===== src/rtl/memgame_pkg.sv =====
// Shared types and helpers for the memory-game pattern player.
package memgame_pkg;

   localparam int LFSR_W = 16;

   typedef enum logic [2:0] {
      IDLE = 3'd0,
      LEAD = 3'd1,
      SHOW = 3'd2,
      GAP  = 3'd3,
      DONE = 3'd4
   } state_e;

   // One step of the x^16+x^14+x^13+x^11+1 Fibonacci LFSR (shift right, feedback into MSB).
   function automatic logic [LFSR_W-1:0] lfsr_next(input logic [LFSR_W-1:0] s);
      return {s[0] ^ s[2] ^ s[3] ^ s[5], s[LFSR_W-1:1]};
   endfunction

   // Two-bit colour index to one-hot LED drive.
   function automatic logic [3:0] colour_led(input logic [1:0] c);
      return 4'b0001 << c;
   endfunction

endpackage


===== src/rtl/toggle_edge_det.sv =====
// Turns every level change of the pacing toggle into a one-cycle tick.
module toggle_edge_det (
   input  logic i_clk,
   input  logic i_rst,
   input  logic i_toggle,
   output logic o_tick
);

   logic prev_q;

   // Remember last cycle's toggle level; updated unconditionally so stale edges age out.
   always_ff @(posedge i_clk) begin
      if (i_rst) begin
         prev_q <= 1'b0;
      end else begin
         prev_q <= i_toggle;
      end
   end

   assign o_tick = i_toggle ^ prev_q;

endmodule


===== src/rtl/pattern_player.sv =====
// Replays an LFSR-derived colour sequence on four one-hot LEDs, paced by toggle ticks.
module pattern_player
   import memgame_pkg::*;
#(
   parameter int              MAX_LEN   = 32,
   parameter int              LEN_W     = $clog2(MAX_LEN + 1),
   parameter logic [LFSR_W-1:0] LFSR_SEED = 16'hACE1
) (
   input  logic             i_clk,
   input  logic             i_rst,
   input  logic             i_toggle,
   input  logic             i_start,
   input  logic [LEN_W-1:0] i_len,
   input  logic             i_reseed,
   output logic             o_cnt_en,
   output logic [3:0]       o_led,
   output logic [LEN_W-1:0] o_step,
   output logic             o_busy,
   output logic             o_done
);

   localparam logic [LEN_W-1:0] MAX_LEN_L = LEN_W'(MAX_LEN);

   state_e              state_q,  state_d;
   logic [LFSR_W-1:0]   seed_q,   seed_d;
   logic [LFSR_W-1:0]   lfsr_q,   lfsr_d;
   logic [LEN_W-1:0]    len_q,    len_d;
   logic [LEN_W-1:0]    step_q,   step_d;
   logic [3:0]          led_q,    led_d;
   logic                cnt_en_q, cnt_en_d;
   logic                busy_q,   busy_d;
   logic                done_q,   done_d;

   logic                tick_s;
   logic [LEN_W-1:0]    len_clamp_s;
   logic [LEN_W-1:0]    last_step_s;

   toggle_edge_det u_edge (
      .i_clk    (i_clk),
      .i_rst    (i_rst),
      .i_toggle (i_toggle),
      .o_tick   (tick_s)
   );

   assign len_clamp_s = (i_len > MAX_LEN_L) ? MAX_LEN_L : i_len;
   assign last_step_s = len_q - LEN_W'(1);

   // State and output registers; reset returns to a dark, idle player with the default seed.
   always_ff @(posedge i_clk) begin
      if (i_rst) begin
         state_q  <= IDLE;
         seed_q   <= LFSR_SEED;
         lfsr_q   <= LFSR_SEED;
         len_q    <= '0;
         step_q   <= '0;
         led_q    <= 4'b0000;
         cnt_en_q <= 1'b0;
         busy_q   <= 1'b0;
         done_q   <= 1'b0;
      end else begin
         state_q  <= state_d;
         seed_q   <= seed_d;
         lfsr_q   <= lfsr_d;
         len_q    <= len_d;
         step_q   <= step_d;
         led_q    <= led_d;
         cnt_en_q <= cnt_en_d;
         busy_q   <= busy_d;
         done_q   <= done_d;
      end
   end

   // Next-state logic: each tick advances exactly one phase; ticks outside playback are ignored.
   always_comb begin
      state_d  = state_q;
      seed_d   = seed_q;
      lfsr_d   = lfsr_q;
      len_d    = len_q;
      step_d   = step_q;
      led_d    = led_q;
      cnt_en_d = cnt_en_q;
      done_d   = 1'b0;

      case (state_q)
         IDLE: begin
            if (i_start) begin
               lfsr_d = seed_q;
               len_d  = len_clamp_s;
               step_d = '0;
               led_d  = 4'b0000;
               if (len_clamp_s == '0) begin
                  // Nothing to show: skip pacing entirely and just report completion.
                  cnt_en_d = 1'b0;
                  state_d  = DONE;
               end else begin
                  cnt_en_d = 1'b1;
                  state_d  = LEAD;
               end
            end else if (i_reseed) begin
               seed_d = lfsr_next(seed_q);
            end else begin
               seed_d = seed_q;
            end
         end
         LEAD: begin
            if (tick_s) begin
               led_d   = colour_led(lfsr_q[1:0]);
               lfsr_d  = lfsr_next(lfsr_q);
               state_d = SHOW;
            end else begin
               state_d = LEAD;
            end
         end
         SHOW: begin
            if (tick_s) begin
               led_d   = 4'b0000;
               state_d = GAP;
            end else begin
               state_d = SHOW;
            end
         end
         GAP: begin
            if (tick_s) begin
               if (step_q == last_step_s) begin
                  cnt_en_d = 1'b0;
                  state_d  = DONE;
               end else begin
                  step_d  = step_q + LEN_W'(1);
                  led_d   = colour_led(lfsr_q[1:0]);
                  lfsr_d  = lfsr_next(lfsr_q);
                  state_d = SHOW;
               end
            end else begin
               state_d = GAP;
            end
         end
         DONE: begin
            done_d  = 1'b1;
            state_d = IDLE;
         end
         default: begin
            led_d    = 4'b0000;
            cnt_en_d = 1'b0;
            state_d  = IDLE;
         end
      endcase

      busy_d = (state_d == LEAD) || (state_d == SHOW) || (state_d == GAP);
   end

   assign o_cnt_en = cnt_en_q;
   assign o_led    = led_q;
   assign o_step   = step_q;
   assign o_busy   = busy_q;
   assign o_done   = done_q;

endmodule

===== config.mk =====
export PLATFORM = sky130hd
export DESIGN_NAME = pattern_player
export DESIGN_NICKNAME = d
export VERILOG_FILES = /design/src/rtl/memgame_pkg.sv /design/src/rtl/toggle_edge_det.sv /design/src/rtl/pattern_player.sv
export SDC_FILE = /design/constraint.sdc
export NUM_CORES = 1
export LEC_CHECK = 0
export CAP_MARGIN = 20
export CORE_ASPECT_RATIO = 1.2
export CORE_MARGIN = 2
export CORE_UTILIZATION = 50
export CTS_CLUSTER_SIZE = 24
export DETAILED_ROUTE_END_ITERATION = 10
export PLACE_DENSITY = 0.71
export RECOVER_POWER = 100
export SLEW_MARGIN = 20
export SYNTH_ARGS = -nofsm -noshare
export SYNTH_HDL_FRONTEND = slang
export SYNTH_SLANG_ARGS = --single-unit

===== constraint.sdc =====
create_clock -name i_clk -period 5.6 [get_ports i_clk]
set_clock_uncertainty 0.05 [all_clocks]
set_input_delay 1.12 -clock i_clk [delete_from_list [all_inputs] [get_ports i_clk]]
set_output_delay 1.12 -clock i_clk [all_outputs]
set_load 0.02 [all_outputs]

==> Word level (Yosys, flattened, before mapping) <==
Index checks and enable logic that the tools add are counted.
{ "classes": {"addsub": 2, "multipliers": 0, "n_div": 0, "n_lt_le_gt_ge": 1, "eq_ne": 14, "shift": 1, "mux": 29, "bitwise_logic": 10, "n_reduce_logical": 13} }
{ "op_table": {"columns": ["operator", "n"], "rows": [
  ["$mux 16", 4],
  ["$pmux 16 s3", 1],
  ["$mux 6", 4],
  ["$mux 4", 5],
  ["$pmux 4 s5", 1],
  ["$eq 3x2->1 const B", 4],
  ["$mux 3", 4],
  ["$ne 2x2->1 const B", 6],
  ["$pmux 3 s4", 1],
  ["$pmux 6 s2", 1],
  ["$reduce_and 4->1", 2],
  ["$xor 1x1->1", 7],
  ["$add 6x1->6 const B", 1],
  ["$eq 3x1->1 const B", 2],
  ["$eq 6x6->1", 1],
  ["$gt 6x6->1 const B", 1],
  ["$logic_not 6->1", 1],
  ["$mux 1", 6],
  ["$reduce_and 6->1", 1],
  ["$sub 6x1->6 const B", 1],
  ["$reduce_and 5->1", 1],
  ["$shl 1x2->4 const A", 1],
  ["$eq 3x3->1 const B", 1],
  ["$logic_not 3->1", 1],
  ["9 further kinds", 12]
]} }
{ "word_totals": {"ff_bits": 55, "latchBits": 0, "mem_bits_rw": 0, "romBits": 0, "inputBits": 11, "out_inout_bits": 13, "n_memories": 0} }

==> Longest topological paths before layout <==
Gate-level depths: netlist of run 1.
{ "depth": {"ltp_word": 9, "mapped_depth": 11} }

==> Cells and area by module <==
Synthesis of run 1 repeated with hierarchy kept, for this count alone.
{ "hier_totals": {"cells_unflattened": 319, "area_unflattened_um2": 2621.3} }
{ "by_module_without_submodules": {"columns": ["mod", "n_inst", "cells_each", "area_each_um2", "seq_area_each_um2"], "rows": [
  ["pattern_player", 1, 316, 2586.2, 1081.0],
  ["toggle_edge_det", 1, 3, 35.0, 20.0]
]} }

==> Least setup slack after synthesis of run 1 <==
No wires, ideal clock.
{ "synth_timing": {"kind": "input port to flip-flop", "startpoint": "input port i_toggle", "endpoint": "register lfsr_q[14]", "setup_ps": 88, "arrival_ps": 2439, "required_ps": 5462, "setup_slack_ps": 3023, "path_stages": 8, "path_buffers": 2, "path_cell_list": "xor2_1 -> a22oi_1 -> nor2_1 -> o31a_1 -> buf_6 -> buf_8 -> nor2_1 -> a311oi_2"} }
{ "synth_via": {"elab_chain_len": 3, "word_cells_on_any_way": 4} }
{ "synth_rtl": {"columns": ["item", "line_no", "text"], "rows": [
  ["start, declared", "pattern_player.sv:11", "input logic i_toggle,"],
  ["$xor 1x1->1 *", "toggle_edge_det.sv:20", "assign o_tick = i_toggle ^ prev_q;"],
  ["$ne 2x2->1 (no line)", null, null],
  ["$reduce_and 5->1 (no line) *", null, null],
  ["end signal, assigned", "pattern_player.sv:63", "lfsr_q <= lfsr_d;"],
  ["end, declared", "pattern_player.sv:26", "logic [LFSR_W-1:0] lfsr_q, lfsr_d;"]
]} }
Every way passes the cells marked *; elsewhere a longest branch is shown, timed or not.
A chain may end at the register's enable or synchronous reset.

==> results.py, run 1 <==
metrics = {
    "place": {
        "dp_slack_ns": 1.94,
        "numPortBuffers": 23,
        "post-dp-hpwl_um": 3740,
        "gp_congestion": 0.802,
        "dpl_cell_area_mm2": 0.00282,
    },
    "detailed_routing": {
        "final_antenna_net_count": 0,
        "wl_um": 5340,
        "wl_per_cell_um": 13.9,
        "avgViaCountPerCell": 5.64,
        "dr.pass1.iters": 4,
        "drc": 0,
        "first_iter_violations": 153,
        "vias": 2167,
    },
    "sta": {
        "finalCritPeriodShare_pct": 70.0,
        "worstMarginPinSlew_ns": 1.68,
        "drv_slew": 49,
        "period_minus_slack_ns": 3.92,
        "final.setup.worst_slack_ns": 1.68,
        "slew_headroom_pct": -13.3,
        "setup_viol": 0,
        "hold_viol": 0,
        "rsz0062_at_grt": "no",
        "clock.fmax_mhz": 255,
        "final.setup.tns_ns": 0,
    },
    "die": {
        "fp.dieH_um": 83.5,
        "ios": 24,
        "fp-row-count": 28,
        "dieWidth_um": 70.3,
        "core_mm2": 0.00501,
        "die-area_mm2": 0.00587,
        "initial_core_util_pct": 52.6,
    },
    "setup_path": {
        "cp.arrival_ns": 4.09,
        "crit_chain": "dlygate4sd3_1 -> clkbuf_1 -> inv_1 -> nand2_1 -> nor4_1 -> a31o_1",
        "crit_path_start_kind": "input pin",
        "cp.required_ns": 5.77,
        "slowest_delay_ns": 1.14,
        "setup.worst_path.class": "in2reg",
        "cp-end-kind": "flip-flop",
        "worst-path-buf-inv": 3,
        "cp_max_fo": 32,
        "slowest_stage": "clkbuf_1",
        "path_delay_family": "buffers and inverters",
    },
    "cts": {
        "cts_sinks": 55,
        "htreeDepth": 2,
        "cts_resized": 0,
        "path_clk_slew_ns": 0.10,
        "root_buffer": "clkbuf_8",
        "postCtsSetupRepairBufs": 0,
        "hold_buffers": 0,
        "clock_latency_ns": 0.31,
        "cts_tree": "built",
        "cts_buffers": 5,
        "cts_buffer_depth": 2,
    },
    "grt": {
        "overflow": 0,
        "grt_pass1_wl_um": 9340,
        "grt_usage_pct": 19.4,
        "grt_max_degree": 33,
        "first_global_vias": 2015,
        "antenna_found_initial": 0,
    },
    "status": {
        "violations": "capacitance limit, slew limit",
        "status": "complete, but fails checks",
    },
    "synth": {
        "syn_area_per_cell_um2": 8.48,
        "synth_edf_count": 0,
        "synth_compound_area_share_pct": 18.5,
        "synthesis.instances": 311,
        "synth_nets": 324,
        "yosys.area_share.simple_pct": 26.1,
        "yosys_warnings": 0,
        "synth_adder_area_share_pct": 0.949,
        "ys_seq_area_share_pct": 41.8,
        "ys_async_sr_fraction_pct": 0,
        "synth_xor_area_share_pct": 5.32,
        "synth_top_family_by_area": "simple AND/OR/NAND/NOR gates",
        "ys_types": 46,
        "ys_ff_latch": 55,
        "syn_area_mm2": 0.00264,
        "synth_ff_type": "dfxtp_1",
        "synthMuxAreaShare_pct": 1.57,
    },
    "cells_and_area": {
        "drive_above_1_share_pct": 7.41,
        "area_growth_syn_to_layout_pct": 10.4,
        "multi_input_area_mm2": 0.00136,
        "finalNetCount": 336,
        "fin_util_pct": 58.1,
        "fin_area_mm2": 0.00291,
        "fill_cells": 489,
        "antenna_cells": 0,
        "seq_area_mm2": 0.00110,
    },
    "worst_hold_path": {
        "holdCritPathClass": "reg2reg",
    },
    "power_and_ir_drop": {
        "leakage_nw": 1.11,
        "vdd_ir_drop_max_v": 0.000157,
        "power_density_mw_per_mm2": 305,
        "power_w": 0.000889,
    },
    "run": {
        "maxCapViolations": 2,
    },
}
## routing by layer
layer | up-vias | global-route usage (%) | wire, µm
li1 | 1103 | - | -
met1 | 1029 | 24.0 | 2380
met2 | 28 | 33.1 | 2730
met3 | 7 | 4.23 | 165
met4 | 0 | 6.12 | 71
met5 | - | 0 | 0
## cell families (layout without fill, tap and decap cells)
group                      count (synthesis)  in the layout
AOI/OAI and AO/OA                         61             61
xor gates and xnor gates                  16             16
adders and majority gates                  2              2
buffers and inverters                     24             37
DFF                                       55             55
muxes                                      4              4
and+or+nand+nor                          149            149
## registers in the layout, summed over array words and instances, names as in the netlist
signal,cells
len_q,6
lfsr_q,16
o_busy,1
o_cnt_en,1
o_done,1
o_led,4
o_step,6
seed_q,16
state_q,3
u_edge.prev_q,1
## cell usage in the layout (no fill, tap or decap), types with 2 or more instances in the layout
cell type,instances
nand2_1,74
dfxtp_1,55
nor2_1,28
a21oi_1,24
dlygate4sd3_1,15
nand3_1,12
xor2_1,8
xnor2_1,8
clkdlybuf4s50_1,8
a311oi_2,7
o311ai_0,7
nor3_1,6
o21ai_0,6
clkbuf_8,6
or3_1,5
nand3b_1,5
inv_1,4
o211ai_1,4
mux2i_1,3
nor4_1,3
or2_2,2
nand2b_1,2
o31a_1,2
nor2b_1,2
ha_1,2
## final cells by class
class | instances | share of cell area (%)
Multi-Input combinational cell | 232 | 46.8
Tap cell | 60 | 2.58
Sequential cell | 55 | 37.8
Inverter | 4 | 0.516
Timing Repair Buffer | 25 | 8.29
Clock buffer | 6 | 2.84
Clock inverter | 2 | 1.20
## where the power goes
group          internal [W]  switching [W]  total, W
logic             0.0000672      0.0000984  0.000166
registers          0.000423      0.0000258  0.000449
clock network      0.000145       0.000129  0.000274
total              0.000635       0.000253  0.000889
## Yosys cell counts, types with 2 or more instances
cell | number | share of area [%]
a21oi_1 | 24 | 4.6
a311oi_2 | 8 | 4.6
buf_6 | 5 | 2.1
clkbuf_1 | 11 | 1.6
dfxtp_1 | 55 | 42
dlygate4sd1_1 | 3 | 1.0
ha_1 | 2 | 0.95
inv_1 | 4 | 0.57
mux2i_1 | 3 | 1.1
nand2_1 | 74 | 11
nand2b_1 | 2 | 0.47
nand3_1 | 12 | 2.3
nand3b_1 | 5 | 1.4
nor2_1 | 28 | 4.0
nor2b_1 | 2 | 0.47
nor3_1 | 6 | 1.1
nor4_1 | 3 | 0.71
o211ai_1 | 4 | 1.1
o21ai_0 | 6 | 1.1
o311ai_0 | 7 | 2.3
o31a_1 | 2 | 0.66
o31ai_4 | 2 | 1.6
or2_2 | 2 | 0.47
or3_1 | 5 | 1.2
xnor2_1 | 8 | 2.7
xor2_1 | 8 | 2.7
## worst register-to-register path, stage by stage (launching register included)
cell and delay (ns):
dfxtp_1 0.36, or3_4 0.41, o31a_1 0.25, or4_4 0.59, o31ai_1 1.34, o311ai_0 0.34
## per-stage QoR
step                hold slack (ns)  std cells
floorplan                     0.390        311
global placement              0.408        376
detailed placement            0.413        376
CTS                           0.425        384
global route                  0.450        384
finish                        0.423        384
## worst paths after layout
kind | startpoint | to | slack [ns] | depth (start not counted)
worst max-delay path | i_rst | o_led[3] | 1.68 | 6
worst max register to register | len_q[0] | lfsr_q[13] | 2.07 | 5
worst min register to register | seed_q[4] | seed_q[3] | 0.42 | 2
worst min-delay path | seed_q[4] | seed_q[3] | 0.42 | 2
Power figures use the tool's default switching activity.
==> inputs of run 2 (changes only) <==
Clock period 5.6 ns to 3.82 ns, I/O delays scaled along.
==> results.py, run 2 (same netlist as run 1, synthesis figures left out) <==
metrics = {
    "cells_and_area": {
        "reg_top3": "lfsr_q: 16 flops, seed_q: 16 flops",
        "final_common_cell": "nand2_1",
        "fin_util_pct": 58.2,
        "layout_common_cells": "nand2_1, dfxtp_1, nor2_1",
        "final_cells": 386,
        "antenna_cells": 0,
        "fin_area_mm2": 0.00292,
        "drive_above_1_share_pct": 7.06,
        "area_growth_syn_to_layout_pct": 10.6,
        "finalNetCount": 338,
    },
    "sta": {
        "hold_viol": 0,
        "final.setup.tns_ns": 0,
        "period_minus_slack_ns": 3.04,
        "slew_headroom_pct": 39.5,
        "worstMarginPinSlew_ns": 0.900,
        "clock.fmax_mhz": 329,
        "finalCritPeriodShare_pct": 79.6,
        "drv_slew": 0,
        "setup_viol": 0,
        "rsz0062_at_grt": "no",
    },
    "place": {
        "dpl_cell_area_mm2": 0.00283,
        "dp_cells": 378,
        "numPortBuffers": 23,
        "post-dp-hpwl_um": 3760,
        "gp_congestion": 0.818,
    },
    "setup_path": {
        "cp_max_fo": 8,
        "cp.required_ns": 4.00,
        "cp-end-kind": "flip-flop",
        "cp.arrival_ns": 3.22,
        "crit_path_start_kind": "flip-flop",
        "setup.worst_path.class": "reg2reg",
    },
    "die": {
        "die-area_mm2": 0.00587,
        "fp-row-count": 28,
        "core_mm2": 0.00501,
        "dieWidth_um": 70.3,
        "initial_core_util_pct": 52.6,
        "fp.dieH_um": 83.5,
        "ios": 24,
    },
    "detailed_routing": {
        "first_iter_violations": 77,
        "vias": 2168,
        "drc": 0,
        "wl_per_cell_um": 13.9,
        "final_antenna_net_count": 0,
        "dr.pass1.iters": 4,
        "wl_um": 5370,
        "avgViaCountPerCell": 5.62,
    },
    "power_and_ir_drop": {
        "vdd_ir_drop_max_v": 0.000330,
        "leakage_nw": 1.11,
        "power_density_mw_per_mm2": 445,
    },
    "cts": {
        "path_clk_slew_ns": 0.10,
        "clock_latency_ns": 0.30,
        "htreeDepth": 2,
        "root_buffer": "clkbuf_8",
        "cts_buffer_depth": 2,
        "cts_resized": 0,
        "hold_buffers": 0,
        "postCtsSetupRepairBufs": 0,
        "cts_sinks": 55,
        "cts_buffers": 5,
        "cts_tree": "built",
    },
    "grt": {
        "grt_usage_pct": 19.7,
        "antenna_found_initial": 0,
        "grt_pass1_wl_um": 9540,
        "grt_max_degree": 33,
        "first_global_vias": 2084,
        "overflow": 0,
    },
    "status": {
        "status": "finished, final reports clean",
    },
    "worst_hold_path": {
        "holdCritPathClass": "reg2reg",
    },
    "run": {
        "maxCapViolations": 0,
    },
}
## run 2: per-layer routing
metal	vias up	global-route usage [%]	wire length (µm)
met4	0	6.12	74
met5	-	0	0
li1	1111	-	-
met1	1032	23.8	2450
met2	20	34.7	2720
met3	5	3.74	121
## run 2: layout make-up
class / instances / area [µm²]
flip-flops and latches: 55 / 1100
clock buffers: 6 / 82.6
fillers: 483 / 2090
repair buffers: 27 / 256
well taps: 60 / 75.1
inverters: 4 / 15.0
clock inverters: 2 / 35.0
multi-input cells: 232 / 1350
## run 2: path summary, 6_finish.rpt
kind / startpoint / endpoint / slack, ns / cells past startpoint
hold reg to reg: seed_q[4] / seed_q[3] / 0.43 / 2
hold / removal: seed_q[4] / seed_q[3] / 0.43 / 2
setup reg to reg: len_q[0] / o_step[3] / 0.78 / 6
setup / recovery: len_q[0] / o_step[3] / 0.78 / 6
## run 2: metrics by stage
step / total power, W / hold WS [ns] / setup WS (ns)
after global routing: 0.00137 / 0.447 / 0.544
after global placement: 0.000921 / 0.409 / 1.01
after CTS: 0.00132 / 0.428 / 1.14
final: 0.00130 / 0.426 / 0.779
after detailed placement: 0.000928 / 0.411 / 0.922
after floorplan: 0.000871 / 0.390 / 1.37
## run 2: worst max-delay path: stages (launching register included)
cell	delay, ns
dfxtp_1	0.36
or3_1	0.43
o31a_1	0.25
or4_1	0.70
o31ai_1	0.80
o21ai_0	0.21
a21oi_1	0.17
## run 2: power breakdown
part,total (W),internal (W),switching [W]
clock,0.000396,0.000212,0.000184
sequential,0.000658,0.000620,0.0000384
combinational,0.000244,0.0000991,0.000144
==> inputs of run 3 (changes only) <==
Clock period 3.82 ns to 3.15 ns, I/O delays scaled along.
==> results.py, run 3 (same netlist as run 1, synthesis figures left out) <==
metrics = {
    "cells_and_area": {
        "fin_util_pct": 58.5,
        "fill_cells": 477,
        "area_growth_syn_to_layout_pct": 11.2,
        "drive_above_1_share_pct": 8.26,
        "reg_top3": "lfsr_q: 16 flops, seed_q: 16 flops",
        "final_common_cell": "nand2_1",
        "antenna_cells": 0,
        "finalNetCount": 339,
        "layout_common_cells": "nand2_1, dfxtp_1, nor2_1",
    },
    "cts": {
        "clock_latency_ns": 0.31,
        "root_buffer": "clkbuf_8",
        "path_clk_slew_ns": 0.10,
        "cts_buffers": 5,
        "cts_sinks": 55,
        "cts_buffer_depth": 2,
        "postCtsSetupRepairBufs": 0,
        "cts_resized": 0,
        "cts_tree": "built",
        "htreeDepth": 2,
        "hold_buffers": 0,
    },
    "setup_path": {
        "cp.arrival_ns": 2.92,
        "setup.worst_path.class": "reg2reg",
        "crit_chain": "inv_1 -> ha_1 -> nor4bb_1 -> o211ai_1 -> or4_1 -> o31ai_4 -> a21oi_1 -> a211o_1",
        "cp_max_fo": 15,
        "cp.required_ns": 3.31,
        "crit_path_start_kind": "flip-flop",
        "crit_start": "len_q[0]",
        "cp-end-kind": "flip-flop",
        "slowest_delay_ns": 0.60,
        "slowest_stage": "or4_1",
        "timing.rr.start": "len_q[0]",
    },
    "power_and_ir_drop": {
        "leakage_nw": 1.11,
        "power_density_mw_per_mm2": 523,
        "vdd_ir_drop_max_v": 0.000269,
    },
    "status": {
        "violations": "capacitance limit, slew limit",
        "status": "complete, but fails checks",
    },
    "grt": {
        "grt_max_degree": 32,
        "antenna_found_initial": 0,
        "first_global_vias": 2101,
        "grt_pass1_wl_um": 9650,
        "grt_usage_pct": 20.1,
        "overflow": 0,
    },
    "die": {
        "initial_core_util_pct": 52.6,
        "fp-row-count": 28,
        "dieWidth_um": 70.3,
        "die-area_mm2": 0.00587,
        "ios": 24,
        "fp.dieH_um": 83.5,
        "core_mm2": 0.00501,
    },
    "detailed_routing": {
        "wl_um": 5420,
        "vias": 2155,
        "avgViaCountPerCell": 5.57,
        "first_iter_violations": 111,
        "wl_per_cell_um": 14.0,
        "dr.pass1.iters": 4,
        "final_antenna_net_count": 0,
        "drc": 0,
    },
    "sta": {
        "finalCritPeriodShare_pct": 87.6,
        "final.setup.worst_slack_ns": 0.390,
        "clock.fmax_mhz": 362,
        "final.setup.tns_ns": 0,
        "whs_ns": 0.426,
        "drv_slew": 32,
        "slew_headroom_pct": -10.5,
        "worstMarginPinSlew_ns": 1.66,
        "period_minus_slack_ns": 2.76,
        "setup_viol": 0,
        "hold_viol": 0,
        "rsz0062_at_grt": "no",
    },
    "place": {
        "post-dp-hpwl_um": 3820,
        "gp_congestion": 0.808,
        "dp_slack_ns": 0.548,
        "numPortBuffers": 23,
    },
    "worst_hold_path": {
        "hp-start": "len_q[1]",
        "holdCritPathClass": "reg2reg",
    },
    "run": {
        "maxCapViolations": 1,
    },
}
-- run 3: cell types whose count changed in the layout (fill, tap and decap cells not counted), sizes merged --
cell           before  now
clkdlybuf4s50       7    8
clkbuf              7    8
clkinv              1    0
buf                 3    4
clkinvlp            0    1
bufinv              1    0
dlygate4sd3        16   15
-- run 3: metal layers --
layer	track usage (%)	share of wire [%]	vias to the layer above
li1	-	-	1115
met1	25.0	45	1006
met2	34.8	51	30
met3	3.26	3.0	4
met4	6.82	1.2	0
met5	0	0	-
-- run 3: area by class of cell --
type | instances | area, µm² | area share [%]
Clock buffer | 7 | 96.3 | 3.28
Clock inverter | 1 | 7.51 | 0.256
Inverter | 4 | 15.0 | 0.512
Multi-Input combinational cell | 232 | 1370 | 46.8
Sequential cell | 55 | 1100 | 37.5
Tap cell | 60 | 75.1 | 2.56
Timing Repair Buffer | 28 | 264 | 9.00
-- run 3: through the flow --
step / std cells / power, W / instance area (µm²)
after CTS: 387 / 0.00155 / 2940
after global placement: 379 / 0.00112 / 2840
after detailed placement: 379 / 0.00113 / 2840
after floorplan: 311 / 0.00106 / 2640
final: 387 / 0.00153 / 2930
after global routing: 387 / 0.00162 / 2930
-- run 3: worst max-delay path, delay by kind of cell, from the launching register on --
family | cells | cell delay (ns)
buffers and inverters | 1 | 0.07
AOI/OAI and AO/OA | 4 | 1.02
adders and majority gates | 1 | 0.22
and+or+nand+nor | 2 | 0.96
DFF | 1 | 0.35
-- run 3: worst paths after layout --
check | to | slack, ns | cells past startpoint
max | lfsr_q[0] | 0.39 | 8
min | len_q[1] | 0.43 | 2
max reg2reg | lfsr_q[0] | 0.39 | 8
min reg2reg | len_q[1] | 0.43 | 2
-- run 3: where the power goes --
| group | switching (W) | internal [W] |
|---|---|---|
| clock network | 0.000229 | 0.000200 |
| registers | 0.0000472 | 0.000752 |
| logic | 0.000179 | 0.000127 |
| total | 0.000455 | 0.00108 |
